## config.mk

```make
export PLATFORM = sky130hd
export DESIGN_NAME = reg_scoreboard
export DESIGN_NICKNAME = d
export VERILOG_FILES = /design/src/rtl/reg_scoreboard.sv
export SDC_FILE = /design/constraint.sdc
export NUM_CORES = 1
export LEC_CHECK = 0
export ABC_AREA = 1
export ABC_CLOCK_PERIOD_IN_PS = 4200
export CAP_MARGIN = 20
export CORE_ASPECT_RATIO = 0.5
export CORE_MARGIN = 2
export CORE_UTILIZATION = 39
export DETAILED_ROUTE_END_ITERATION = 12
export SLEW_MARGIN = 25
export SYNTH_ARGS = -nofsm -noshare
export SYNTH_HDL_FRONTEND = slang
export SYNTH_SLANG_ARGS = --single-unit
```

## constraint.sdc

```tcl
create_clock -name clk -period 4.2 [get_ports clk]
set_clock_uncertainty 0.05 [all_clocks]
set_input_delay 1.26 -clock clk [delete_from_list [all_inputs] [get_ports clk]]
set_output_delay 1.26 -clock clk [all_outputs]
set_load 0.005 [all_outputs]
```

## src/rtl/reg_scoreboard.sv

```systemverilog
// Decode-side register hazard scoreboard.
// Tracks in-flight writes per architectural register with a small counter,
// stalls issue on RAW hazards (honouring the register file's same-cycle
// write bypass) and on destinations whose counter is saturated.
//
// Handshake: issueValid is raised by decode and must hold the instruction
// fields stable in that cycle; issueReady is combinational and, when high
// together with issueValid, means the instruction is accepted on this edge.
// issueReady is never high without issueValid.
module reg_scoreboard #(
    parameter int INDEX_BIT_WIDTH = 4,
    parameter int N_REGS          = (1 << INDEX_BIT_WIDTH),
    parameter int CNT_WIDTH       = 2,
    parameter int STALL_CNT_WIDTH = 16
) (
    input  logic                       clk,
    input  logic                       reset,
    input  logic                       issueValid,
    output logic                       issueReady,
    input  logic [INDEX_BIT_WIDTH-1:0] rdIndex1,
    input  logic [INDEX_BIT_WIDTH-1:0] rdIndex2,
    input  logic                       rdUse1,
    input  logic                       rdUse2,
    input  logic                       dstUse,
    input  logic [INDEX_BIT_WIDTH-1:0] dstIndex,
    input  logic                       wrtEn,
    input  logic [INDEX_BIT_WIDTH-1:0] wrtIndex,
    input  logic                       flush,
    output logic [N_REGS-1:0]          busyMask,
    output logic [STALL_CNT_WIDTH-1:0] stallCount,
    output logic                       errUnderflow
);

    localparam logic [CNT_WIDTH-1:0] CNT_MAX = '1;
    localparam logic [CNT_WIDTH-1:0] CNT_ONE = CNT_WIDTH'(1);

    logic [CNT_WIDTH-1:0] cnt [N_REGS];
    logic [N_REGS-1:0]    wbHit;
    logic                 srcHazard1;
    logic                 srcHazard2;
    logic                 dstHazard;
    logic                 accept;
    logic                 underflowEvent;

    // A commit only retires a write that is actually outstanding.
    always_comb begin
        wbHit = '0;
        for (int i = 0; i < N_REGS; i++) begin
            wbHit[i] = wrtEn && (wrtIndex == INDEX_BIT_WIDTH'(i)) && (cnt[i] != '0);
        end
    end

    // Hazard detection: a single pending write being committed this cycle is
    // readable through the register file bypass, so it is not a hazard.
    always_comb begin
        srcHazard1 = rdUse1 && ((cnt[rdIndex1] > CNT_ONE) ||
                                ((cnt[rdIndex1] == CNT_ONE) && !wbHit[rdIndex1]));
        srcHazard2 = rdUse2 && ((cnt[rdIndex2] > CNT_ONE) ||
                                ((cnt[rdIndex2] == CNT_ONE) && !wbHit[rdIndex2]));
        dstHazard  = dstUse && (cnt[dstIndex] == CNT_MAX) && !wbHit[dstIndex];
        issueReady = issueValid && !reset && !flush &&
                     !srcHazard1 && !srcHazard2 && !dstHazard;
        accept     = issueReady;
        underflowEvent = wrtEn && (cnt[wrtIndex] == '0);
    end

    // Busy view of the counters; cnt is registered so this is too.
    always_comb begin
        busyMask = '0;
        for (int i = 0; i < N_REGS; i++) begin
            busyMask[i] = (cnt[i] != '0);
        end
    end

    // In-flight counters: +1 on accepted issue, -1 on commit; flush drops all.
    always_ff @(posedge clk) begin
        if (reset || flush) begin
            for (int i = 0; i < N_REGS; i++) begin
                cnt[i] <= '0;
            end
        end else begin
            for (int i = 0; i < N_REGS; i++) begin
                cnt[i] <= cnt[i]
                        + CNT_WIDTH'(accept && dstUse && (dstIndex == INDEX_BIT_WIDTH'(i)))
                        - CNT_WIDTH'(wbHit[i]);
            end
        end
    end

    // Saturating count of cycles where decode waited; flush does not clear it.
    always_ff @(posedge clk) begin
        if (reset) begin
            stallCount <= '0;
        end else if (issueValid && !issueReady && (stallCount != '1)) begin
            stallCount <= stallCount + STALL_CNT_WIDTH'(1);
        end
    end

    // Sticky flag for a commit with nothing outstanding; commits are ignored
    // during a flush, so it cannot fire then.
    always_ff @(posedge clk) begin
        if (reset) begin
            errUnderflow <= 1'b0;
        end else if (!flush && underflowEvent) begin
            errUnderflow <= 1'b1;
        end
    end

endmodule
```

==> load_flow_metrics.sql <==
INSERT INTO impl_metrics (metric_group, metric, value, unit) VALUES
('final_layout', 'register_area', '980.9', 'sq um'),
('sta', 'worstMarginPinSlew', '773.7', 'ps'),
('pwr', 'p_sw_frac', '0.3130', ''),
('global_routing', 'global_route_wire_length_before_repair', '25240', 'microns'),
('final_layout', 'nNetsFinal', '985', ''),
('global_routing', 'first_global_vias', '4931', ''),
('min_path', 'min_from', 'cnt[6][1]', ''),
('clock_network', 'ctsHoldBuffers', '0', ''),
('flow_run', 'number_of_max_cap_violations', '0', ''),
('worst_setup_path', 'worst_r2r_path_depth', '22', ''),
('logic_synthesis', 'synth-seq-cells', '49', ''),
('global_routing', 'combined_global_route_utilization_of_all_metal_layers', '0.2592', ''),
('pwr', 'power_report.internal_total', '0.0007983', 'W'),
('run_status', 'status', 'completed', ''),
('detailed_routing', 'drt_pass1_iterations', '7', ''),
('placement', 'buffer_ports.inserted', '57', ''),
('sta', 'unrepaired_setup_endpoints_after_global_routing', 'false', ''),
('global_routing', 'gr-total-overflow', '0', ''),
('floorplanning', 'die_h', '80.92', 'microns'),
('clock_network', 'cts_htree_levels', '2', ''),
('final_layout', 'final_design_area_no_fill', '6267', 'sq um'),
('logic_synthesis', 'syn-num-nets', '872', ''),
('logic_synthesis', 'synth_area', '4614', 'sq um'),
('final_layout', 'drive_above_1_share', '0.1615', ''),
('global_routing', 'grt_max_degree', '24', ''),
('worst_setup_path', 'cp_top_family', 'simple AND/OR/NAND/NOR gates', ''),
('worst_setup_path', 'critPathLaunchType', 'primary input', ''),
('logic_synthesis', 'syn-mean-instance-area', '5.662', 'sq um'),
('worst_setup_path', 'path_common_cell', 'nand2_1', ''),
('detailed_routing', 'route.vias.total', '5541', ''),
('worst_setup_path', 'crit_fanout', '8', ''),
('pwr', 'ir_worst_vdd', '0.1275', 'mV'),
('detailed_routing', 'drc_violation_count_after_routing', '0', ''),
('final_layout', 'num-fill-cells', '1233', ''),
('final_layout', 'num_antenna_cells', '0', ''),
('pwr', 'power_frac_seq', '0.409', ''),
('sta', 'hold_viol', '0', ''),
('clock_network', 'clk_pin_slew', '80', 'ps'),
('final_layout', 'final_cell_count_no_fill', '1094', ''),
('floorplanning', 'top_level_ports', '58', ''),
('logic_synthesis', 'post_synth_num_cell_types', '27', ''),
('worst_setup_path', 'timing.critical_path.slowest_cell_delay', '200', 'ps'),
('detailed_routing', 'drt_wl_total', '16400', 'microns'),
('clock_network', 'cts_tree', 'yes', ''),
('worst_setup_path', 'r2r-start', 'cnt[4][1]', ''),
('detailed_routing', 'detail_route.wl_per_cell', '14.99', 'microns'),
('worst_setup_path', 'startpoint', 'dstIndex[0]', ''),
('sta', 'tns', '0', 'ps'),
('logic_synthesis', 'yosysWarnings', '0', ''),
('pwr', 'clkPwrFrac', '0.372', ''),
('logic_synthesis', 'seq_area_frac_synth', '0.2126', ''),
('logic_synthesis', 'synthesis.instances', '815', ''),
('sta', 'final.min_clock_period', '4066', 'ps'),
('worst_setup_path', 'critPathCaptureType', 'output pin', ''),
('detailed_routing', 'postRouteAntennaNets', '0', ''),
('floorplanning', 'floorplan.die.width', '157.8', 'microns'),
('final_layout', 'synthToLayoutAreaGrowth', '35.82', '%'),
('detailed_routing', 'detail_route.iter0.violations', '679', ''),
('final_layout', 'area_occupied_by_multi_input_gates', '3146', 'sq um'),
('placement', 'place_congestion', '0.9777', ''),
('worst_setup_path', 'timing.critical_path.arrival', '2760', 'ps'),
('clock_network', 'worstSkewPairLatency', '310', 'ps'),
('clock_network', 'tritoncts_num_sinks', '49', ''),
('worst_setup_path', 'critPathKind', 'in2out', ''),
('clock_network', 'clock_tree.root_cell', 'clkbuf_16', ''),
('min_path', 'whs_path_depth', '1', ''),
('clock_network', 'cts_max_path_buffers', '2', ''),
('placement', 'placed_cells', '1080', ''),
('floorplanning', 'core_region_area', '11670', 'sq um'),
('sta', 'timing.fmax', '245.9', 'MHz'),
('floorplanning', 'fp-row-count', '28', '');
## final cells by class
| class | instances | share of cell area |
|---|---|---|
| multi-input cells | 592 | 0.5019 |
| repair buffers | 131 | 0.1943 |
| flip-flops and latches | 49 | 0.1565 |
| inverters | 148 | 0.08984 |
| well taps | 165 | 0.03294 |
| clock buffers | 5 | 0.01996 |
| clock inverters | 3 | 0.003394 |
| repair inverters | 1 | 0.001198 |
## metrics by stage
stage          total power (W)  setup slack (ps)
3_3_place_gp         0.0007117            -772.4
5_1_grt               0.001209             26.34
3_5_place_dp         0.0007115            -763.7
6_report              0.001162             133.9
4_1_cts               0.001160            0.3113
2_1_floorplan        0.0005963             362.0
## layer usage
layer	wire length (microns)	track usage	part of all wire
met1	7607	0.3535	0.46
met2	7153	0.4235	0.44
met3	1354	0.05069	0.083
met4	284	0.06273	0.017
met5	0	0	0
## cell usage in the layout (no fill, tap or decap), types with 2 or more instances in the layout
master,instances
inv_1,135
o21ai_1,16
buf_4,60
nand2_4,3
nand3_1,64
nor2_1,85
buf_12,5
o21ai_2,2
inv_2,10
nand2_2,9
nand2_1,206
clkbuf_2,4
a21oi_1,49
nand3_2,6
nor2_2,7
ha_1,33
buf_2,4
clkbuf_16,7
nor3_1,11
o211ai_1,3
inv_6,2
xor2_1,19
nor4_1,4
nor2_4,15
o21ai_0,41
clkinvlp_4,2
dlygate4sd2_1,5
dfxtp_1,49
clkdlybuf4s50_1,43
buf_6,6
nand4_1,13
a21oi_2,2
## Yosys cell counts
library cell / instances / share of area
a21oi_1: 51 / 0.055
buf_1: 2 / 0.0016
buf_2: 16 / 0.017
buf_4: 2 / 0.0033
clkbuf_1: 6 / 0.0049
clkinv_1: 1 / 0.00081
dfxtp_1: 49 / 0.21
ha_1: 33 / 0.089
inv_1: 142 / 0.12
inv_2: 5 / 0.0041
nand2_1: 218 / 0.18
nand3_1: 68 / 0.074
nand3_2: 2 / 0.0043
nand3_4: 1 / 0.0038
nand4_1: 13 / 0.018
nor2_1: 102 / 0.083
nor2_2: 4 / 0.0054
nor2_4: 1 / 0.0024
nor3_1: 11 / 0.012
nor4_1: 4 / 0.0054
o2111ai_1: 1 / 0.0019
o211ai_1: 3 / 0.0049
o21ai_0: 56 / 0.061
o21ai_1: 3 / 0.0033
o41ai_1: 1 / 0.0019
or2_2: 1 / 0.0014
xor2_1: 19 / 0.036
## logic make-up after synthesis
logic type | synth area share
AO/OA/AOI/OAI | 0.1280
buffers and inverters | 0.1475
AND/OR/NAND/NOR | 0.3864
XOR/XNOR | 0.03606
flip-flops | 0.2126
adder cells (fa/ha/maj) | 0.08948
## power by group through the flow
| stage | Clock, W | Sequential [W] | Combinational (W) |
|---|---|---|---|
| 2_1_floorplan | 0 | 0.000486 | 0.000110 |
| 3_3_place_gp | 0 | 0.000486 | 0.000225 |
| 3_5_place_dp | 0 | 0.000486 | 0.000225 |
| 4_1_cts | 0.000446 | 0.000475 | 0.000239 |
| 5_1_grt | 0.000458 | 0.000476 | 0.000275 |
| 6_report | 0.000432 | 0.000475 | 0.000255 |
## worst register-to-register path, cell delays in order (launching register included)
cell and delay, ps:
dfxtp_1 430, inv_1 70, nand2_1 120, nand2_1 120
nor2_4 130, inv_1 80, nand2_1 60, nand3_1 90
nand2_1 80, nand2_1 50, nand3_1 60, nand2_1 50
nand2_1 110, nand3_4 110, buf_4 250, nor2_4 240
nand3_2 120, ha_1 290, inv_1 40, ha_1 180
xor2_1 150, o21ai_0 150, a21oi_1 50
## path summary, 6_finish.rpt
| path | slack, ps | endpoint |
|---|---|---|
| max | 130 | issueReady |
| max reg2reg | 1010 | cnt[2][1] |
| min | 400 | cnt[6][1] |
| min reg2reg | 400 | cnt[6][1] |
## repair_timing
action                                  CTS  global route
resized for setup                        85            44
pin swaps                                11            16
endpoints found under the hold margin     0             0
setup buffers                             2             1
gates cloned                              2             2
endpoints found under the setup margin   18            20
## registers in the layout, indices dropped and copies added, names as in the netlist
signal	cells
cnt	32
errUnderflow	1
stallCount	16
Note: power is estimated with default switching activity, not from simulation.
